==> config.mk <==
export PLATFORM = sky130hd
export DESIGN_NAME = ahb_gpio_bank
export DESIGN_NICKNAME = d
export VERILOG_FILES = /design/src/rtl/gpio_bank_pkg.sv /design/src/rtl/gpio_sync.sv /design/src/rtl/ahb_gpio_bank.sv
export SDC_FILE = /design/constraint.sdc
export NUM_CORES = 1
export LEC_CHECK = 0
export CAP_MARGIN = 20
export CORE_MARGIN = 10
export CORE_UTILIZATION = 35
export DETAILED_ROUTE_END_ITERATION = 8
export DONT_BUFFER_PORTS = 1
export GPL_ROUTABILITY_DRIVEN = 1
export GPL_TIMING_DRIVEN = 0
export PLACE_DENSITY = 0.58
export RECOVER_POWER = 50
export SYNTH_ARGS = -nofsm -noshare
export SYNTH_HDL_FRONTEND = slang
export SYNTH_SLANG_ARGS = --single-unit
==> constraint.sdc <==
create_clock -name HCLK -period 3.2 [get_ports HCLK]
set_input_delay 0.64 -clock HCLK [delete_from_list [all_inputs] [get_ports HCLK]]
set_output_delay 0.64 -clock HCLK [all_outputs]
set_load 0.02 [all_outputs]
==> src/rtl/gpio_bank_pkg.sv <==
// Shared constants for the AHB-Lite GPIO bank: register offsets within a port,
// port stride, and the AHB encodings the slave decodes.
package gpio_bank_pkg;

  localparam logic [4:0] OFF_OUT   = 5'h00;
  localparam logic [4:0] OFF_DIR   = 5'h04;
  localparam logic [4:0] OFF_IN    = 5'h08;
  localparam logic [4:0] OFF_SET   = 5'h0C;
  localparam logic [4:0] OFF_CLR   = 5'h10;
  localparam logic [4:0] OFF_TGL   = 5'h14;
  localparam logic [4:0] OFF_IEN   = 5'h18;
  localparam logic [4:0] OFF_ISTAT = 5'h1C;

  localparam int unsigned PORT_STRIDE = 32'h20;

  localparam logic [1:0] HTRANS_NONSEQ = 2'b10;
  localparam logic [1:0] HTRANS_SEQ    = 2'b11;

  localparam logic [2:0] HSIZE_WORD = 3'b010;

  localparam logic HRESP_OKAY  = 1'b0;
  localparam logic HRESP_ERROR = 1'b1;

endpackage

==> src/rtl/gpio_sync.sv <==
// Single-pin input synchroniser: SYNC_STAGES flops in series, cleared by HRESET.
module gpio_sync #(
  parameter int SYNC_STAGES = 2
) (
  input  logic HCLK,
  input  logic HRESET,
  input  logic d,
  output logic q
);

  logic [SYNC_STAGES-1:0] chain_q;
  logic [SYNC_STAGES-1:0] chain_d;

  always_comb begin
    chain_d = {chain_q[SYNC_STAGES-2:0], d};
  end

  always_ff @(posedge HCLK) begin
    if (HRESET) begin
      chain_q <= '0;
    end else begin
      chain_q <= chain_d;
    end
  end

  assign q = chain_q[SYNC_STAGES-1];

endmodule

==> src/rtl/ahb_gpio_bank.sv <==
// Zero-wait AHB-Lite GPIO bank with per-pin direction and SET/CLR/TGL aliases.
// Define GPIO_EDGE_IRQ_EN to build the rising-edge interrupt logic (IEN/ISTAT/irq).
module ahb_gpio_bank
  import gpio_bank_pkg::*;
#(
  parameter int DATA_WIDTH  = 32,
  parameter int ADDR_WIDTH  = 32,
  parameter int START_ADDR  = 0,
  parameter int NUM_PORTS   = 4,
  parameter int PORT_WIDTH  = 16,
  parameter int SYNC_STAGES = 2
) (
  input  logic                             HCLK,
  input  logic                             HRESET,
  input  logic [ADDR_WIDTH-1:0]            haddr,
  input  logic [DATA_WIDTH-1:0]            hwdata,
  output logic [DATA_WIDTH-1:0]            hrdata,
  input  logic                             hwrite,
  input  logic                             hsel,
  input  logic [1:0]                       htrans,
  input  logic [2:0]                       hsize,
  output logic                             hready,
  output logic                             hresp,
  input  logic [NUM_PORTS*PORT_WIDTH-1:0]  gpio_in,
  output logic [NUM_PORTS*PORT_WIDTH-1:0]  gpio_out,
  output logic [NUM_PORTS*PORT_WIDTH-1:0]  gpio_oe,
  output logic                             irq
);

  localparam int NPINS = NUM_PORTS * PORT_WIDTH;
  localparam logic [ADDR_WIDTH-1:0] BASE      = ADDR_WIDTH'(START_ADDR);
  localparam logic [ADDR_WIDTH-1:0] BANK_SIZE = ADDR_WIDTH'(NUM_PORTS * PORT_STRIDE);

  logic [NPINS-1:0]      in_sync;
  logic [PORT_WIDTH-1:0] in_port [NUM_PORTS];

  for (genvar gi = 0; gi < NPINS; gi++) begin : g_sync
    gpio_sync #(.SYNC_STAGES(SYNC_STAGES)) u_sync (
      .HCLK   (HCLK),
      .HRESET (HRESET),
      .d      (gpio_in[gi]),
      .q      (in_sync[gi])
    );
  end

  logic [PORT_WIDTH-1:0] out_q [NUM_PORTS];
  logic [PORT_WIDTH-1:0] out_d [NUM_PORTS];
  logic [PORT_WIDTH-1:0] dir_q [NUM_PORTS];
  logic [PORT_WIDTH-1:0] dir_d [NUM_PORTS];

  for (genvar gi = 0; gi < NUM_PORTS; gi++) begin : g_port
    assign in_port[gi]                        = in_sync[gi*PORT_WIDTH +: PORT_WIDTH];
    assign gpio_out[gi*PORT_WIDTH +: PORT_WIDTH] = out_q[gi];
    assign gpio_oe[gi*PORT_WIDTH +: PORT_WIDTH]  = dir_q[gi];
  end

  // Address-phase decode and data-phase bookkeeping
  logic [ADDR_WIDTH-1:0] off;
  logic [2:0]            a_port;
  logic [4:0]            a_reg;
  logic                  a_active;
  logic                  a_legal;

  logic                  wr_pend_q, wr_pend_d;
  logic [2:0]            wr_port_q, wr_port_d;
  logic [4:0]            wr_reg_q,  wr_reg_d;
  logic                  hresp_q,   hresp_d;
  logic [DATA_WIDTH-1:0] hrdata_q,  hrdata_d;
  logic [PORT_WIDTH-1:0] wd;
  logic [PORT_WIDTH-1:0] rd_val;
  logic                  unused_hwdata;

  assign unused_hwdata = ^hwdata;
  assign wd            = hwdata[PORT_WIDTH-1:0];

`ifdef GPIO_EDGE_IRQ_EN
  logic [PORT_WIDTH-1:0] ien_q     [NUM_PORTS];
  logic [PORT_WIDTH-1:0] ien_d     [NUM_PORTS];
  logic [PORT_WIDTH-1:0] istat_q   [NUM_PORTS];
  logic [PORT_WIDTH-1:0] istat_d   [NUM_PORTS];
  logic [PORT_WIDTH-1:0] in_prev_q [NUM_PORTS];
  logic                  irq_q, irq_d;
`endif

  always_comb begin
    off      = haddr - BASE;
    a_port   = off[7:5];
    a_reg    = {off[4:2], 2'b00};
    a_active = hsel && ((htrans == HTRANS_NONSEQ) || (htrans == HTRANS_SEQ));
    a_legal  = (off < BANK_SIZE) && (hsize == HSIZE_WORD) && (haddr[1:0] == 2'b00)
               && !(hwrite && (a_reg == OFF_IN));
  end

  // Next register state: the pending write commits this cycle, so reads decoded
  // now use these values and see the post-write contents.
  always_comb begin
`ifdef GPIO_EDGE_IRQ_EN
    irq_d = 1'b0;
`endif
    for (int p = 0; p < NUM_PORTS; p++) begin
      out_d[p] = out_q[p];
      dir_d[p] = dir_q[p];
`ifdef GPIO_EDGE_IRQ_EN
      ien_d[p]   = ien_q[p];
      istat_d[p] = istat_q[p];
`endif
      if (wr_pend_q && (wr_port_q == 3'(p))) begin
        case (wr_reg_q)
          OFF_OUT: out_d[p] = wd;
          OFF_DIR: dir_d[p] = wd;
          OFF_SET: out_d[p] = out_q[p] | wd;
          OFF_CLR: out_d[p] = out_q[p] & ~wd;
          OFF_TGL: out_d[p] = out_q[p] ^ wd;
`ifdef GPIO_EDGE_IRQ_EN
          OFF_IEN:   ien_d[p]   = wd;
          OFF_ISTAT: istat_d[p] = istat_q[p] & ~wd;
`else
          OFF_IEN, OFF_ISTAT: ;
`endif
          default: ;
        endcase
      end
`ifdef GPIO_EDGE_IRQ_EN
      // Edge set is applied after the clear so a coincident edge wins.
      istat_d[p] = istat_d[p] | (in_port[p] & ~in_prev_q[p] & ien_q[p]);
      irq_d      = irq_d | (|(istat_q[p] & ien_q[p]));
`endif
    end
  end

  always_comb begin
    rd_val = '0;
    for (int p = 0; p < NUM_PORTS; p++) begin
      if (a_port == 3'(p)) begin
        case (a_reg)
          OFF_OUT: rd_val = out_d[p];
          OFF_DIR: rd_val = dir_d[p];
          OFF_IN:  rd_val = in_port[p];
`ifdef GPIO_EDGE_IRQ_EN
          OFF_IEN:   rd_val = ien_d[p];
          OFF_ISTAT: rd_val = istat_d[p];
`else
          OFF_IEN, OFF_ISTAT: rd_val = '0;
`endif
          default: rd_val = '0;
        endcase
      end
    end
    hrdata_d  = (a_active && a_legal && !hwrite) ? DATA_WIDTH'(rd_val) : '0;
    hresp_d   = (a_active && !a_legal) ? HRESP_ERROR : HRESP_OKAY;
    wr_pend_d = a_active && a_legal && hwrite;
    wr_port_d = a_port;
    wr_reg_d  = a_reg;
  end

  always_ff @(posedge HCLK) begin
    if (HRESET) begin
      wr_pend_q <= 1'b0;
      wr_port_q <= '0;
      wr_reg_q  <= '0;
      hresp_q   <= HRESP_OKAY;
      hrdata_q  <= '0;
      for (int p = 0; p < NUM_PORTS; p++) begin
        out_q[p] <= '0;
        dir_q[p] <= '0;
`ifdef GPIO_EDGE_IRQ_EN
        ien_q[p]     <= '0;
        istat_q[p]   <= '0;
        in_prev_q[p] <= '0;
`endif
      end
`ifdef GPIO_EDGE_IRQ_EN
      irq_q <= 1'b0;
`endif
    end else begin
      wr_pend_q <= wr_pend_d;
      wr_port_q <= wr_port_d;
      wr_reg_q  <= wr_reg_d;
      hresp_q   <= hresp_d;
      hrdata_q  <= hrdata_d;
      for (int p = 0; p < NUM_PORTS; p++) begin
        out_q[p] <= out_d[p];
        dir_q[p] <= dir_d[p];
`ifdef GPIO_EDGE_IRQ_EN
        ien_q[p]     <= ien_d[p];
        istat_q[p]   <= istat_d[p];
        in_prev_q[p] <= in_port[p];
`endif
      end
`ifdef GPIO_EDGE_IRQ_EN
      irq_q <= irq_d;
`endif
    end
  end

  assign hready = 1'b1;
  assign hresp  = hresp_q;
  assign hrdata = hrdata_q;
`ifdef GPIO_EDGE_IRQ_EN
  assign irq = irq_q;
`else
  assign irq = 1'b0;
`endif

endmodule
==> impl_metrics.yaml, run 1 <==
status:
  status: "complete, no violations"
floorplanning:
  die_x_um: 224
  initial_utilization: 0.355
  die_h_um: 224
  boundaryPins: 300
  die-area_um2: 50200
  core_area_um2: 41000
  core.rowCount: 74
route:
  via_per_inst: 5.81
  num_vias: 13100
  final_antenna_net_count: 0
  dr.pass1.iters: 6
  wire_per_inst_um: 28.4
  dr.first_iter.drc_count: 1143
  drc_errors: 0
  wl_um: 63800
worst_setup_path:
  critPathMaxFanout: 10
  required_ns: 3.55
  crit_chain: "clkbuf_1 > inv_1 > ha_1 > mux2_2 > a22oi_1 > o22ai_1 > mux2_2 > a211oi_1 > a211oi_1"
  criticalPathCategory: "primary input to register"
  start_kind: "primary input"
  crit_path_end_kind: "register"
  max_stage_delay_ns: 0.57
  cp.arrival_ns: 3.53
  critPathSlowestCell: "clkbuf_1"
timing:
  finalCritPeriodShare: 0.995
  tightest_slew_ns: 0.989
  finalSetupTns_ns: 0
  hold_violations: 0
  max_freq_mhz: 314
  fin_skew_ns: 0.0354
  period_needed_ns: 3.18
  relSlewSlack: 0.341
  setup_viol_count_final: 0
  maxSlewViolCount: 0
clock_network:
  clockBufferDepth: 3
  cts_tree: "yes"
  postCtsHoldBufs: 0
  numCtsBuffers: 34
  clk_latency_ns: 0.56
  cts.sinks: 280
  clkTransAtPathRegs_ns: 0.06
  root_buffer: "clkbuf_16"
  ctsHtreeMaxLevel: 2
layout:
  ff_latch_area_um2: 5610
  fillers: 4084
  drive_above_1_share: 0.105
  multi_input_area_um2: 7970
  syn_to_final_growth_pct: 13.4
  nets: 1957
  final_core_util: 0.403
synthesis:
  postSynthCellCount: 1640
  synth-async-reset-ratio: 0
  synth.top_cell.area_share: 0.385
  synthTopCellsByCount: "dfxtp_1 (280), nor2_1 (152), nor2b_1 (148), ha_1 (128), a21oi_1 (121)"
  yosysUniqueCellTypes: 61
  ys_warn_count: 0
  synth_seq_cells: 280
  synth.avg_cell_area_um2: 8.88
  synth_ff_type: "dfxtp_1"
  seq_area_frac_synth: 0.385
  syn_area_um2: 14600
  synth.most_common_cell: "dfxtp_1"
  yosys.area.top_type: "dfxtp_1"
  synth-edff-count: 0
  synthTopCellsByArea: "dfxtp_1 (38%), ha_1 (11%), nor2b_1 (6.4%), a21oi_1 (4.2%), nor2_1 (3.9%)"
global_routing:
  grt_pass1_vias: 12700
  grt-ovfl-total: 0
  grtUsageTotal: 0.243
  grt_max_degree: 14
  grt_pass1_wl_um: 89400
  antenna_found_initial: 3
flow_run:
  maxCapViolCount: 0
power:
  p_per_area_nw_per_um2: 519
  p_leak_nw: 6.33
  p_total_w: 0.00857
  peakVddDrop_mv: 0.342
place:
  place_congestion: 0.960
  hpwl_um: 49600
  portBuffers: 0
hold_path:
  hp-class: "primary input to register"
cells in the final DEF (no fill, tap or decap), types with 25 or more instances in the layout:
master / n
dfxtp_1: 280
o21ai_0: 30
mux2i_1: 52
o221ai_1: 43
buf_2: 40
nor2_1: 152
o211ai_1: 32
a211oi_1: 30
nand2_1: 100
inv_1: 81
clkbuf_1: 79
clkbuf_16: 35
ha_1: 128
a221oi_1: 37
a21oi_1: 121
buf_4: 25
nor3_1: 34
nor2b_1: 148
kinds of logic after synthesis:
group | Yosys count | synth area share
XOR/XNOR | 2 | 0.00120
multiplexers | 75 | 0.0535
buffers and inverters | 235 | 0.0725
adder cells (fa/ha/maj) | 128 | 0.110
AND/OR/NAND/NOR | 520 | 0.188
other | 2 | 0.000516
AO/OA/AOI/OAI | 398 | 0.189
flip-flops | 280 | 0.385
power by group:
group	total (W)	internal [W]	switching, W
Clock	0.00423	0.00260	0.00162
Combinational	0.000748	0.000239	0.000509
Sequential	0.00360	0.00357	0.0000308
Total	0.00857	0.00641	0.00216
sequential cells by signal, summed over array words and instances (netlist names):
register / flops
dir_q: 64
wr_pend_q: 1
out_q: 64
hrdata: 16
hresp: 1
wr_port_q: 3
g_sync.u_sync.chain_q: 128
wr_reg_q: 3
worst max-delay path: cells and delay by family:
kind | cells | cell delay, ns
buf+inv | 2 | 0.97
compound gates | 4 | 0.95
mux | 2 | 0.57
fa+ha+maj | 1 | 0.40
stage by stage:
step                      instance area, um^2  hold WS [ns]  instances  setup slack [ns]
final                                   16500         0.219       2249            0.0167
after CTS                               16500         0.194       2248            0.0996
after detailed placement                15300         0.424       2188            -0.597
after floorplan                         14600         0.414       1656             0.659
after global placement                  15300         0.423       2188            -0.574
after global routing                    16500         0.212       2248           -0.0190
per-layer routing:
metal  part of all wire  GRT usage  up-vias
li1                   -          -     5881
met3              0.098     0.0749      139
met4              0.042      0.109        4
met5            0.00049          0        -
met1               0.40      0.294     6407
met2               0.46      0.389      630
layout make-up:
type / instances / share of cell area
Antenna cell: 1 / 0.000152
Multi-Input combinational cell: 1141 / 0.482
Sequential cell: 280 / 0.339
Tap cell: 532 / 0.0403
Clock inverter: 16 / 0.0159
Buffer: 154 / 0.0460
Inverter: 81 / 0.0184
Clock buffer: 44 / 0.0575
final timing paths:
check,start,to,slack [ns],depth (start not counted)
worst max-delay path,hwdata[4],hrdata[4]$_SDFF_PP0_,0.02,9
worst min register to register,g_sync[49].u_sync.chain_q[0]$_SDFF_PP0_,g_sync[49].u_sync.chain_q[1]$_SDFF_PP0_,0.41,1
worst min-delay path,gpio_in[54],g_sync[54].u_sync.chain_q[0]$_SDFF_PP0_,0.22,1
worst max register to register,wr_reg_q[4]$_SDFF_PP0_,hrdata[15]$_SDFF_PP0_,0.12,9
repair_timing:
action,CTS,global route
endpoints found under the hold margin,0,0
endpoints found under the setup margin,2,1
pin swaps,0,0
gates resized for setup,2,3
buffers inserted,0,0
Note: power is estimated with default switching activity, not from simulation.
==> run 2: changes to the inputs <==
--- a/config.mk
+++ b/config.mk
@@ -16,4 +16,5 @@
 export RECOVER_POWER = 50
 export SYNTH_ARGS = -nofsm -noshare
 export SYNTH_HDL_FRONTEND = slang
+export SYNTH_HIERARCHICAL = 1
 export SYNTH_SLANG_ARGS = --single-unit
==> impl_metrics.yaml, run 2 <==
status:
  status: "complete, no violations"
timing:
  setup_ws_ns: 0.0159
  hold_violations: 0
  finalSetupTns_ns: 0
  relSlewSlack: 0.354
  period_needed_ns: 3.18
  finalCritPeriodShare: 0.995
  max_freq_mhz: 314
  rsz0062_at_grt: "false"
  fin_skew_ns: 0.0330
  setup_viol_count_final: 0
  whs_ns: 0.132
  tightest_slew_ns: 0.969
  maxSlewViolCount: 0
floorplanning:
  core_area_um2: 40700
  core.rowCount: 74
  die_x_um: 223
  die_h_um: 223
  die-area_um2: 49500
  boundaryPins: 300
  initial_utilization: 0.352
worst_setup_path:
  max_stage_delay_ns: 0.60
  crit_chain: "buf_4 > inv_1 > xnor2_1 > buf_2 > buf_2 > o211ai_1 > o21a_1 > o21ai_0 > o311a_1"
  start_kind: "register"
  critPathSlowestCell: "o21ai_0"
  critPathMaxFanout: 10
  required_ns: 3.72
  criticalPathCategory: "register to register"
  crit_top_cell: "buf_2"
  cp.arrival_ns: 3.70
  crit_path_end_kind: "register"
synthesis:
  synthTopCellsByArea: "dfxtp_1 (39%), ha_1 (11%), nor2b_1 (6.4%), mux2i_1 (5.0%), a21oi_1 (4.7%)"
  syn_area_um2: 14400
  synthTopCellsByCount: "dfxtp_1 (280), nor2_1 (178), nor2b_1 (147), a21oi_1 (135), ha_1 (128)"
  synth.most_common_cell: "dfxtp_1"
  synth-simple-area-share: 0.177
  seq_area_frac_synth: 0.390
  synth-edff-count: 0
  ys_warn_count: 6
  yosysUniqueCellTypes: 77
  synth.top_cell.area_share: 0.390
  synth.avg_cell_area_um2: 9.03
  synth-async-reset-ratio: 0
  synth_compound_area_frac: 0.187
  yosys.area.top_type: "dfxtp_1"
  postSynthCellCount: 1589
  synthAdderAreaFrac: 0.112
  synth_seq_cells: 280
  synth_xor_area_frac: 0.00174
  synth_top_family_by_area: "compound AO/OA/AOI/OAI gates"
  muxShareOfSynthArea: 0.0673
  synth_ff_type: "dfxtp_1"
global_routing:
  grt_max_degree: 130
  grt_pass1_vias: 12400
  grt-ovfl-total: 0
  grtUsageTotal: 0.240
  antenna_found_initial: 1
  grt_pass1_wl_um: 89300
layout:
  fin_area_um2: 16200
  syn_to_final_growth_pct: 12.9
  regMostFlops: "g_sync.u_sync/chain_q"
  fillers: 4175
  reg.largest.list: "g_sync.u_sync/chain_q x128, dir_q x64, out_q x64"
  layout_commonest_cell: "dfxtp_1"
  largest_reg_flops: 128
  nets: 1904
  drive_above_1_share: 0.106
  final_cell_mix: "dfxtp_1 (280), nor2_1 (178), nor2b_1 (147), a21oi_1 (135), ha_1 (128)"
  final-instance-count-excl-fill: 2195
power:
  switching_power_w: 0.00211
  power_frac_seq: 0.438
  switching_share: 0.257
  p_per_area_nw_per_um2: 505
  clockPowerShare: 0.473
  combPwrFrac: 0.088
  intPower_w: 0.00608
  p_leak_nw: 6.48
  peakVddDrop_mv: 0.402
place:
  dpl_worst_slack_ns: -0.529
  portBuffers: 0
  place_area_um2: 15100
  place_congestion: 0.980
  place_inst: 2138
  hpwl_um: 48300
clock_network:
  root_buffer: "clkbuf_16"
  ctsHtreeMaxLevel: 1
  postCtsHoldBufs: 0
  clockBufferDepth: 3
  numCtsBuffers: 31
  cts.sinks: 280
  cts_setup_buffers: 0
  clkTransAtPathRegs_ns: 0.07
  cts_tree: "yes"
  clk_latency_ns: 0.61
route:
  wl_um: 62600
  final_antenna_net_count: 0
  drc_errors: 0
  wire_per_inst_um: 28.5
  dr.pass1.iters: 5
  num_vias: 12500
  dr.first_iter.drc_count: 1122
  via_per_inst: 5.68
hold_path:
  hp-class: "primary input to register"
flow_run:
  maxCapViolCount: 0
run 2: final timing paths:
kind | depth (start not counted) | to | start | slack (ns)
hold / removal | 1 | g_sync[15].u_sync/chain_q[0]$_SDFF_PP0_ | HRESET | 0.13
setup reg to reg | 9 | hrdata[4]$_SDFF_PP0_ | wr_reg_q[3]$_SDFF_PP0_ | 0.02
hold reg to reg | 1 | g_sync[60].u_sync/chain_q[1]$_SDFF_PP0_ | g_sync[60].u_sync/chain_q[0]$_SDFF_PP0_ | 0.43
setup / recovery | 9 | hrdata[4]$_SDFF_PP0_ | wr_reg_q[3]$_SDFF_PP0_ | 0.02
run 2: kinds of logic (layout without fill, tap and decap cells):
group | count (synthesis) | after routing
mux | 93 | 93
fa+ha+maj | 128 | 128
simple gates | 487 | 487
flops | 280 | 280
xor+xnor | 2 | 2
compound gates | 393 | 393
buf+inv | 204 | 261
other cells | 2 | 19
run 2: final cells by class:
cell class | count | area (um^2) | share of cell area
clock inverters | 20 | 258 | 0.0159
diodes | 1 | 2.50 | 0.000154
flip-flops and latches | 280 | 5610 | 0.346
inverters | 81 | 304 | 0.0188
clock buffers | 36 | 835 | 0.0515
repair buffers | 1 | 7.51 | 0.000463
multi-input cells | 1121 | 7890 | 0.487
well taps | 532 | 666 | 0.0411
plain buffers | 123 | 631 | 0.0389
run 2: critical path: cells and delay by family (launching register included):
kind,cells,cell delay (ns)
buf+inv,4,1.14
flops,1,0.31
compound gates,4,1.20
xor+xnor,1,0.43
run 2: through the flow:
step / power [W] / utilization
final: 0.00819 / 0.398
after global routing: 0.00845 / 0.398
after CTS: 0.00824 / 0.398
after detailed placement: 0.00437 / 0.370
after global placement: 0.00436 / 0.370
after floorplan: 0.00412 / -
run 2: power groups by stage:
stage                     clock, W  combinational, W  sequential, W
after floorplan                  0          0.000465        0.00366
after detailed placement         0          0.000708        0.00367
after global placement           0          0.000696        0.00367
after global routing       0.00408          0.000768        0.00359
after CTS                  0.00393          0.000711        0.00359
final                      0.00388          0.000725        0.00359
run 2: repair_timing:
item	in CTS	in global routing
resized for setup	3	0
endpoints found under the hold margin	0	0
endpoints found under the setup margin	3	0
run 2: layer usage:
metal,GRT usage,part of all wire,vias up
met5,0,0,-
met4,0.100,0.041,0
met3,0.0767,0.10,119
met2,0.384,0.46,576
met1,0.292,0.40,6103
li1,-,-,5664
==> run 3: changes to the inputs <==
--- a/config.mk
+++ b/config.mk
@@ -12,6 +12,7 @@
 export DONT_BUFFER_PORTS = 1
 export GPL_ROUTABILITY_DRIVEN = 1
 export GPL_TIMING_DRIVEN = 0
+export MAX_ROUTING_LAYER = met4
 export PLACE_DENSITY = 0.58
 export RECOVER_POWER = 50
 export SYNTH_ARGS = -nofsm -noshare
==> constraint.sdc (replaced) <==
create_clock -name HCLK -period 3.2 [get_ports HCLK]
set_input_delay 0.64 -clock HCLK [delete_from_list [all_inputs] [get_ports HCLK]]
set_output_delay 0.64 -clock HCLK [all_outputs]
set_load 0.005 [all_outputs]
==> impl_metrics.yaml, run 3 (synthesis results as in run 2) <==
worst_setup_path:
  r2r-end: "hrdata[5]$_SDFF_PP0_"
  start_kind: "register"
  regToRegSetupSlack_ns: 0.02
  rr_worst_depth: 8
  crit_path_end_kind: "register"
  criticalPathCategory: "register to register"
  cp.arrival_ns: 3.65
  required_ns: 3.67
  critPathMaxFanout: 10
  r2r_start: "wr_pend_q$_SDFF_PP0_"
global_routing:
  antenna_found_initial: 0
  grt-ovfl-total: 0
  grt_max_degree: 130
  grtUsageTotal: 0.249
  grt_pass1_vias: 12200
  grt_pass1_wl_um: 88500
route:
  final_antenna_net_count: 0
  via_per_inst: 5.70
  dr.pass1.iters: 5
  wire_per_inst_um: 28.7
  drc_errors: 0
  wl_um: 63000
  num_vias: 12500
  dr.first_iter.drc_count: 1129
hold_path:
  whs_path_depth: 1
  hold_end: "g_sync[26].u_sync/chain_q[0]$_SDFF_PP0_"
  worst_hold_startpoint: "HRESET"
  hp-class: "primary input to register"
layout:
  reg.largest.list: "g_sync.u_sync/chain_q x128, dir_q x64, out_q x64"
  fin_area_um2: 16200
  layout_commonest_cell: "dfxtp_1"
  regMostFlops: "g_sync.u_sync/chain_q"
  syn_to_final_growth_pct: 13.1
  fillers: 4115
  diodes: 0
  final_core_util: 0.399
  final_cell_mix: "dfxtp_1 (280), nor2_1 (178), nor2b_1 (147), a21oi_1 (135), ha_1 (128)"
  drive_above_1_share: 0.106
  nets: 1907
  largest_reg_flops: 128
clock_network:
  clk_latency_ns: 0.54
  clockBufferDepth: 3
  cts_setup_buffers: 0
  root_buffer: "clkbuf_16"
  numCtsBuffers: 34
  ctsHtreeMaxLevel: 2
  cts.sinks: 280
  clkTransAtPathRegs_ns: 0.06
  cts_tree: "yes"
power:
  clockPowerShare: 0.481
  combPwrFrac: 0.086
  p_leak_nw: 6.49
  intPower_w: 0.00619
  p_per_area_nw_per_um2: 510
  power_frac_seq: 0.434
  switching_share: 0.253
  peakVddDrop_mv: 0.397
  switching_power_w: 0.00210
floorplanning:
  core.rowCount: 74
  boundaryPins: 300
  initial_utilization: 0.352
  die-area_um2: 49500
  die_h_um: 223
  core_area_um2: 40700
  die_x_um: 223
timing:
  relSlewSlack: 0.356
  rsz0062_at_grt: "false"
  period_needed_ns: 3.18
  whs_ns: 0.193
  max_freq_mhz: 314
  setup_viol_count_final: 0
  maxSlewViolCount: 0
  finalCritPeriodShare: 0.995
  tightest_slew_ns: 0.966
  fin_skew_ns: 0.0164
  hold_violations: 0
  setup_ws_ns: 0.0164
place:
  place_congestion: 0.966
  hpwl_um: 48400
  dpl_worst_slack_ns: -0.573
  place_area_um2: 15100
  portBuffers: 0
flow_run:
  maxCapViolCount: 0
status:
  status: "complete, no violations"
## run 3: changes by cell type in the layout (fill, tap and decap cells not counted), sizes merged
cell / change
inv: -3
diode: -1
clkbuf: +5
clkinvlp: +1
clkinv: +1
bufinv: -1
## run 3: per-stage QoR
stage	setup TNS [ns]	total power (W)	cells
floorplan	0	0.00411	1605
global placement	-2.96	0.00435	2137
detailed placement	-1.56	0.00436	2138
CTS	0	0.00832	2197
global route	0	0.00853	2197
finish	0	0.00828	2197
## run 3: worst max path at each step
stage / startpoint / end / slack [ns] / depth (start not counted)
after floorplan: hwdata[14] / hrdata[14]$_SDFF_PP0_ / 0.78 / 9
after global placement: haddr[3] / hrdata[1]$_SDFF_PP0_ / -0.56 / 8
after detailed placement: haddr[3] / hrdata[1]$_SDFF_PP0_ / -0.57 / 8
after CTS: wr_pend_q$_SDFF_PP0_ / hrdata[4]$_SDFF_PP0_ / 0.13 / 7
after global routing: haddr[3] / hrdata[1]$_SDFF_PP0_ / 0.07 / 8
final: wr_pend_q$_SDFF_PP0_ / hrdata[5]$_SDFF_PP0_ / 0.02 / 8
## run 3: repair_timing
item | CTS | global route
endpoints found under the setup margin | 3 | 0
resized for setup | 3 | 0
hold buffers | 0 | 0
## run 3: worst max-delay path: stages (launching register included)
cell and delay [ns]:
dfxtp_1 0.44, nor4bb_1 0.63, buf_2 0.35, and2_1 0.16, clkbuf_1 0.38, buf_4 0.29
o211ai_1 0.11, a221oi_2 0.53, o31a_1 0.23
## run 3: routing by layer
| layer | GRT usage | vias up | share of wire |
|---|---|---|---|
| met5 | - | - | 0 |
| met2 | 0.392 | 593 | 0.46 |
| met4 | 0.0913 | 0 | 0.039 |
| met1 | 0.291 | 6136 | 0.40 |
| li1 | - | 5670 | - |
| met3 | 0.0806 | 119 | 0.099 |
## run 3: final cells by class
| type | count | area, um^2 | share of cell area |
|---|---|---|---|
| buffer | 123 | 631 | 0.0388 |
| clock buffer | 41 | 918 | 0.0565 |
| clock inverter | 18 | 218 | 0.0134 |
| inverter | 81 | 304 | 0.0187 |
| multi-input combinational | 1121 | 7890 | 0.486 |
| sequential | 280 | 5610 | 0.345 |
| tap | 532 | 666 | 0.0410 |
| timing repair buffer | 1 | 5.00 | 0.000308 |
## run 3: power groups by stage
stage               sequential, W  combinational (W)  clock, W
floorplan                 0.00366           0.000451         0
global placement          0.00367           0.000687         0
detailed placement        0.00367           0.000694         0
CTS                       0.00359           0.000697   0.00403
global route              0.00360           0.000755   0.00418
finish                    0.00359           0.000712   0.00398
